[config.mk]
export PLATFORM = sky130hd
export DESIGN_NAME = ntt_fifo_src_arbiter
export DESIGN_NICKNAME = d
export VERILOG_FILES = /design/src/rtl/ntt_fifo_src_arbiter_pkg.sv /design/src/rtl/ntt_fifo_src_arbiter_rr_arbiter.sv /design/src/rtl/ntt_fifo_src_arbiter.sv
export SDC_FILE = /design/constraint.sdc
export NUM_CORES = 1
export LEC_CHECK = 0
export BUFFER_PORTS_ARGS = -buffer_cell sky130_fd_sc_hd__buf_2
export CAP_MARGIN = 30
export CORE_AREA = 2 2 158 160
export DETAILED_ROUTE_END_ITERATION = 6
export DIE_AREA = 0 0 160 162
export PLACE_DENSITY_LB_ADDON = 0.25
export SKIP_LAST_GASP = 1
export SLEW_MARGIN = 0
export SYNTH_ARGS = -nofsm -noshare
export SYNTH_HDL_FRONTEND = slang
export SYNTH_SLANG_ARGS = --single-unit
export TNS_END_PERCENT = 50
[constraint.sdc]
create_clock -name clk -period 2.6 [get_ports clk]
set_clock_uncertainty 0.15 [all_clocks]
set_input_delay 0.13 -clock clk [delete_from_list [all_inputs] [get_ports clk]]
set_output_delay 0.13 -clock clk [all_outputs]
set_load 0.05 [all_outputs]
[src/rtl/ntt_fifo_src_arbiter_pkg.sv]
// fhe_arb_pkg: shared widths, FSM state type and round-robin pick function
// used by the NTT FIFO source/sink arbiters.
//   ADDR_WIDTH, BIT_WIDTH, LINE_SIZE  - FIFO port geometry (LW = BIT_WIDTH*LINE_SIZE)
//   RLWE_ID_WIDTH, POLY_ID_WIDTH, OPCODE_WIDTH - polynomial tag widths
//   arb_state_e                       - IDLE / GRANT / RELEASE
//   rr_pick(req, ptr, n)              - first requesting index at or after ptr, cyclic over n
package fhe_arb_pkg;

   localparam int ADDR_WIDTH    = 10;
   localparam int BIT_WIDTH     = 12;
   localparam int LINE_SIZE     = 4;
   localparam int LW            = BIT_WIDTH * LINE_SIZE;
   localparam int RLWE_ID_WIDTH = 3;
   localparam int POLY_ID_WIDTH = 4;
   localparam int OPCODE_WIDTH  = 3;
   localparam int MAX_REQ       = 8;

   typedef enum logic [1:0] {
      IDLE    = 2'd0,
      GRANT   = 2'd1,
      RELEASE = 2'd2
   } arb_state_e;

   // Scan ptr, ptr+1, ... (mod n) and return the first index with req set.
   function automatic logic [2:0] rr_pick(input logic [MAX_REQ-1:0] req,
                                          input logic [2:0]         ptr,
                                          input int                 n);
      logic [2:0] win;
      logic       found;
      int         idx;
      win   = 3'd0;
      found = 1'b0;
      for (int k = 0; k < MAX_REQ; k++) begin
         idx = (int'(ptr) + k) % n;
         if (!found && (k < n) && req[idx[2:0]]) begin
            win   = idx[2:0];
            found = 1'b1;
         end else begin
            win   = win;
            found = found;
         end
      end
      return win;
   endfunction

endpackage

[src/rtl/ntt_fifo_src_arbiter_rr_arbiter.sv]
// rr_arbiter: combinational round-robin picker, shared by source and sink arbiters.
//   req   [N-1:0]  - request vector
//   ptr   [IW-1:0] - index with highest priority this round
//   valid          - at least one request present
//   idx   [IW-1:0] - winning index (meaningful only when valid)
module rr_arbiter
   import fhe_arb_pkg::*;
#(
   parameter int N = 2,
   localparam int IW = $clog2(N)
) (
   input  logic [N-1:0]  req,
   input  logic [IW-1:0] ptr,
   output logic          valid,
   output logic [IW-1:0] idx
);

   logic [MAX_REQ-1:0] req_pad_s;
   logic [2:0]         ptr_pad_s;
   logic [2:0]         win_s;

   // Widen to the package's fixed search width and pick the winner.
   always_comb begin
      req_pad_s          = {MAX_REQ{1'b0}};
      req_pad_s[N-1:0]   = req;
      ptr_pad_s          = 3'(ptr);
      win_s              = rr_pick(req_pad_s, ptr_pad_s, N);
      valid              = |req;
      idx                = win_s[IW-1:0];
   end

endmodule

[src/rtl/ntt_fifo_src_arbiter.sv]
// ntt_fifo_src_arbiter: shares the NTT FIFO source (write) port between NUM_REQ
// producers. A winner owns the port for one whole polynomial, from grant until
// its wr_finish pulse; everyone else sees full.
//   clk, rstn                    - clock, async active-low reset
//   req_i / grant_o / full_o     - per-requester handshake (grant_o one-hot, registered)
//   addrA_i..opcode_i            - per-requester write buses
//   fifo_*                       - muxed FIFO source port, fifo_full back from FIFO
//   busy_o, grant_id_o           - grant active, current/last owner index
//   poly_cnt_o                   - polynomials forwarded (wraps)
module ntt_fifo_src_arbiter
   import fhe_arb_pkg::*;
#(
   parameter int NUM_REQ   = 2,
   parameter int CNT_WIDTH = 16,
   localparam int IDW      = $clog2(NUM_REQ)
) (
   input  logic                                   clk,
   input  logic                                   rstn,
   input  logic [NUM_REQ-1:0]                     req_i,
   output logic [NUM_REQ-1:0]                     grant_o,
   output logic [NUM_REQ-1:0]                     full_o,
   input  logic [NUM_REQ-1:0][ADDR_WIDTH-1:0]     addrA_i,
   input  logic [NUM_REQ-1:0][ADDR_WIDTH-1:0]     addrB_i,
   input  logic [NUM_REQ-1:0][LW-1:0]             dA_i,
   input  logic [NUM_REQ-1:0][LW-1:0]             dB_i,
   input  logic [NUM_REQ-1:0]                     wr_finish_i,
   input  logic [NUM_REQ-1:0][RLWE_ID_WIDTH-1:0]  rlwe_id_i,
   input  logic [NUM_REQ-1:0][POLY_ID_WIDTH-1:0]  poly_id_i,
   input  logic [NUM_REQ-1:0][OPCODE_WIDTH-1:0]   opcode_i,
   output logic [ADDR_WIDTH-1:0]                  fifo_addrA,
   output logic [ADDR_WIDTH-1:0]                  fifo_addrB,
   output logic [LW-1:0]                          fifo_dA,
   output logic [LW-1:0]                          fifo_dB,
   output logic                                   fifo_wr_finish,
   output logic [RLWE_ID_WIDTH-1:0]               fifo_rlwe_id,
   output logic [POLY_ID_WIDTH-1:0]               fifo_poly_id,
   output logic [OPCODE_WIDTH-1:0]                fifo_opcode,
   input  logic                                   fifo_full,
   output logic                                   busy_o,
   output logic [IDW-1:0]                         grant_id_o,
   output logic [CNT_WIDTH-1:0]                   poly_cnt_o
);

   arb_state_e           state_r;
   logic [NUM_REQ-1:0]   grant_r;
   logic [IDW-1:0]       grant_id_r;
   logic [IDW-1:0]       rr_ptr_r;
   logic [CNT_WIDTH-1:0] poly_cnt_r;

   logic                 pick_valid_s;
   logic [IDW-1:0]       pick_idx_s;
   logic                 busy_s;

   rr_arbiter #(.N(NUM_REQ)) u_pick (
      .req   (req_i),
      .ptr   (rr_ptr_r),
      .valid (pick_valid_s),
      .idx   (pick_idx_s)
   );

   // Arbitration FSM: grant on a free FIFO, hold until owner's finish, one release cycle.
   always_ff @(posedge clk or negedge rstn) begin
      if (!rstn) begin
         state_r    <= IDLE;
         grant_r    <= {NUM_REQ{1'b0}};
         grant_id_r <= {IDW{1'b0}};
         rr_ptr_r   <= {IDW{1'b0}};
         poly_cnt_r <= {CNT_WIDTH{1'b0}};
      end else begin
         case (state_r)
            IDLE: begin
               if (!fifo_full && pick_valid_s) begin
                  grant_r    <= {{(NUM_REQ-1){1'b0}}, 1'b1} << pick_idx_s;
                  grant_id_r <= pick_idx_s;
                  // NUM_REQ need not be a power of two, so wrap explicitly.
                  rr_ptr_r   <= (pick_idx_s == IDW'(NUM_REQ-1)) ? {IDW{1'b0}}
                                                                 : pick_idx_s + IDW'(1);
                  state_r    <= GRANT;
               end
            end
            GRANT: begin
               // Only the owner's finish counts; its req_i is no longer looked at.
               if (wr_finish_i[grant_id_r]) begin
                  grant_r    <= {NUM_REQ{1'b0}};
                  poly_cnt_r <= poly_cnt_r + CNT_WIDTH'(1);
                  state_r    <= RELEASE;
               end
            end
            RELEASE: begin
               // Gives the FIFO a cycle to refresh fifo_full after the slot commit.
               state_r <= IDLE;
            end
            default: begin
               state_r <= IDLE;
               grant_r <= {NUM_REQ{1'b0}};
            end
         endcase
      end
   end

   assign busy_s     = (state_r == GRANT);
   assign busy_o     = busy_s;
   assign grant_o    = grant_r;
   assign grant_id_o = grant_id_r;
   assign poly_cnt_o = poly_cnt_r;

   // Owner sees the real FIFO full, losers (and everyone outside GRANT) see full.
   always_comb begin
      full_o = {NUM_REQ{1'b1}};
      if (busy_s) begin
         full_o = ~grant_r | {NUM_REQ{fifo_full}};
      end else begin
         full_o = {NUM_REQ{1'b1}};
      end
   end

   // Source-port mux from the owner; zeros whenever nobody owns the port.
   always_comb begin
      fifo_addrA     = {ADDR_WIDTH{1'b0}};
      fifo_addrB     = {ADDR_WIDTH{1'b0}};
      fifo_dA        = {LW{1'b0}};
      fifo_dB        = {LW{1'b0}};
      fifo_wr_finish = 1'b0;
      fifo_rlwe_id   = {RLWE_ID_WIDTH{1'b0}};
      fifo_poly_id   = {POLY_ID_WIDTH{1'b0}};
      fifo_opcode    = {OPCODE_WIDTH{1'b0}};
      if (busy_s) begin
         fifo_addrA     = addrA_i[grant_id_r];
         fifo_addrB     = addrB_i[grant_id_r];
         fifo_dA        = dA_i[grant_id_r];
         fifo_dB        = dB_i[grant_id_r];
         fifo_wr_finish = wr_finish_i[grant_id_r];
         fifo_rlwe_id   = rlwe_id_i[grant_id_r];
         fifo_poly_id   = poly_id_i[grant_id_r];
         fifo_opcode    = opcode_i[grant_id_r];
      end else begin
         fifo_wr_finish = 1'b0;
      end
   end

endmodule
==> metrics.yaml <==
power_and_ir_drop:
  leakagePower_nw: 3.17
  p_int_w: 0.00232
  pwr-share-comb: 0.860
  clockPowerShare: 0.062
  sw_frac_of_total: 0.670
  vdd_drop_max_v: 0.000616
  power_density_mw_per_mm2: 1310
  switchingPower_w: 0.00471
  seq_power_share: 0.078
global_routing:
  busiest_layer: "met2"
  grt_remaining_overflow: 0
  grt_use_total: 0.102
  grt_use_met2: 0.190
  grt_pass1_vias: 3867
  antenna_found_initial: 0
  met3_usage: 0.0161
  met1_usage: 0.124
  grt_max_degree: 79
  grt_pass1_wl_um: 21400
min_path:
  min_path_type: "input pin to flop"
  whs_path_depth: 3
  whs_endpoint: "grant_id_o"
  hp-start: "req_i[1]"
detailed_routing:
  first_iter_violations: 148
  detailroute.via_count: 4041
  wl_per_cell_um: 13.9
  vias_per_cell: 3.72
  ant_nets: 0
  drc_errors: 0
  dr.pass1.iters: 4
  routed_wl_um: 15100
setup_path:
  endpoint_kind: "output port"
  reg2reg_depth: 4
  critPathMaxStageDelay_ps: 450
  crit_fanout: 64
  r2r-start: "grant_id_o"
  crit_chain: "buf_12 > mux2i_1 > nor2_1 > buf_2"
  cp_slowest_cell: "dfrtp_4"
  path_class: "flop to output port"
  cp.required_ps: 2320
  arrival_ps: 1840
  cp-start-kind: "flop"
  r2r_slack_ps: 570
  r2r_end: "poly_cnt_o[14]"
timing:
  rsz0062_at_grt: "no"
  whs_ps: 97.9
  period_share: 0.814
  setup_viol: 0
  slew_headroom: 0.567
  setup-tns-final_ps: 0
  hold_viol: 0
  tightest_slew_ps: 631
  final_max_slew_viol_count: 0
  fin_ws_ps: 485
  min_period_ps: 2120
  max_clock_freq_ghz: 0.473
logic_synthesis:
  syn-num-nets: 635
  syn_inst: 375
  synth_cell_types: 29
  postSynthAreaPerCell_um2: 7.65
  yosys_warnings: 0
  synth_seq_cells: 22
  seq_area_frac_synth: 0.192
  synthesis.area_mm2: 0.00287
floorplan:
  ios: 408
  start_util: 0.119
  die_h_um: 162
  rows: 57
  die_area_mm2: 0.0259
  die_width_um: 160
  core_mm2: 0.0241
finish:
  diodes: 0
  finalNetCount: 1024
  fin_cells: 1087
  drive_gt1_frac: 0.552
  area_delta_synth_final_pct: 87.7
place:
  dp_cells: 1082
  place_ws_ps: 662
  dp_hpwl_um: 12600
  gp_congestion: 0.766
  io_buffers: 407
clocking:
  cts_buffers: 3
  cts_htree_levels: 1
  cts_buffer_depth: 2
  cts_setup_buffers: 0
  post_cts_resized: 0
  cts.clk_slew.worst_paths_ps: 70
  postCtsHoldBufs: 1
  clk_latency_ps: 260
  cts.sinks: 22
  cts_tree: "done"
  clock-root-buffer: "clkbuf_16"
job:
  maxCapViolations: 0
run_status:
  status: "finished clean"
-- critical path: cells and delay by family, from the launching register on --
| family | cells | cell delay (ps) |
|---|---|---|
| buffers and inverters | 2 | 570 |
| flip-flops | 1 | 450 |
| multiplexers | 1 | 360 |
| AND/OR/NAND/NOR | 1 | 90 |
-- registers in the layout (all words and copies together), names as in the netlist --
name / flops
state_r: 2
poly_cnt_o: 16
grant_id_o: 1
grant_o: 2
rr_ptr_r: 1
-- power by group through the flow --
stage,Sequential (W),Combinational (W),Clock [W]
3_3_place_gp,0.000552,0.00611,0
6_report,0.000549,0.00605,0.000434
5_1_grt,0.000566,0.00637,0.000456
3_5_place_dp,0.000558,0.00610,0
2_1_floorplan,0.000743,0.00449,0
4_1_cts,0.000552,0.00611,0.000443
-- worst max path at each step --
stage | startpoint | to | slack [ps] | cells past startpoint
2_1_floorplan | grant_id_o | fifo_addrB[0] | 100 | 5
3_3_place_gp | grant_id_o | poly_cnt_o[13] | 650 | 4
3_5_place_dp | grant_id_o | poly_cnt_o[14] | 660 | 4
4_1_cts | state_r[1] | full_o[1] | 480 | 5
5_1_grt | state_r[1] | fifo_dB[6] | 370 | 4
6_report | grant_id_o | fifo_dB[2] | 480 | 4
-- cell families after synthesis --
group	after synthesis	synth area share
AND/OR/NAND/NOR	167	0.240
multiplexers	130	0.454
buffers and inverters	33	0.0493
flip-flops	22	0.192
XOR/XNOR	15	0.0458
AO/OA/AOI/OAI	7	0.0148
adder cells (fa/ha/maj)	1	0.00436
-- per-layer routing --
layer,up-vias,part of all wire
met5,-,0
li1,2049,-
met3,10,0.077
met1,1742,0.40
met2,240,0.50
met4,0,0.016
-- cell usage after synthesis (all sizes together) --
cell      n  area, um2
a21o      1       7.51
o211ai    1       7.51
nor4      3       18.8
nand2    10       37.5
nand2b    1       6.26
or2       1       6.26
inv       4       15.0
and2      1       6.26
mux2      2       22.5
buf      14       70.1
nor3      4       30.0
or3       1       6.26
ha        1       12.5
xnor2    10       87.6
o31ai     1       7.51
dfrtp    22        551
and3      2       12.5
nand3     2       10.0
o21ai     3       15.0
xor2      5       43.8
mux2i   128       1280
nand4     7       43.8
a21oi     1       5.00
nor2    134        503
or4       1       7.51
clkbuf   15       56.3
-- cell type report --
class,count,area (um2)
Sequential cell,22,554
Timing Repair Buffer,413,2120
Inverter,4,15.0
Clock buffer,3,75.1
Tap cell,324,405
Multi-Input combinational cell,320,2190
Clock inverter,1,30.0
Fill cell,2777,18700
-- per-stage QoR --
stage | cell area [um2] | utilization | total power [W]
final | 5390 | 0.224 | 0.00703
after global routing | 5390 | 0.224 | 0.00739
after CTS | 5390 | 0.224 | 0.00711
after detailed placement | 5270 | 0.219 | 0.00666
after global placement | 5270 | 0.219 | 0.00666
after floorplan | 2870 | - | 0.00523
-- layout by cell type (no fill, tap or decap) --
master         Yosys  layout
nand2_1           10      10
buf_4              0       2
nand3_1            2       2
nand2b_4           0       1
inv_1              3       3
and2_1             1       1
buf_2             14     407
or4_1              1       1
o31ai_1            1       1
bufinv_16          0       1
dlygate4sd3_1      0       1
xor2_1             5       5
a21o_1             1       1
clkbuf_16          0       3
a21oi_1            1       1
xnor2_1           10      10
nand4_1            7       7
inv_2              1       1
o211ai_1           1       1
nor3_1             2       2
or2_1              1       1
mux2i_1          128     128
nor2_1           134     134
and3_1             2       2
o21ai_1            1       1
dfrtp_1           22      21
nor3_2             2       2
dfrtp_4            0       1
buf_12             0       3
o21ai_0            2       2
mux2_1             2       2
or3_1              1       1
nor4_1             3       3
ha_1               1       1
No activity file was read; power rests on OpenSTA's default activity.
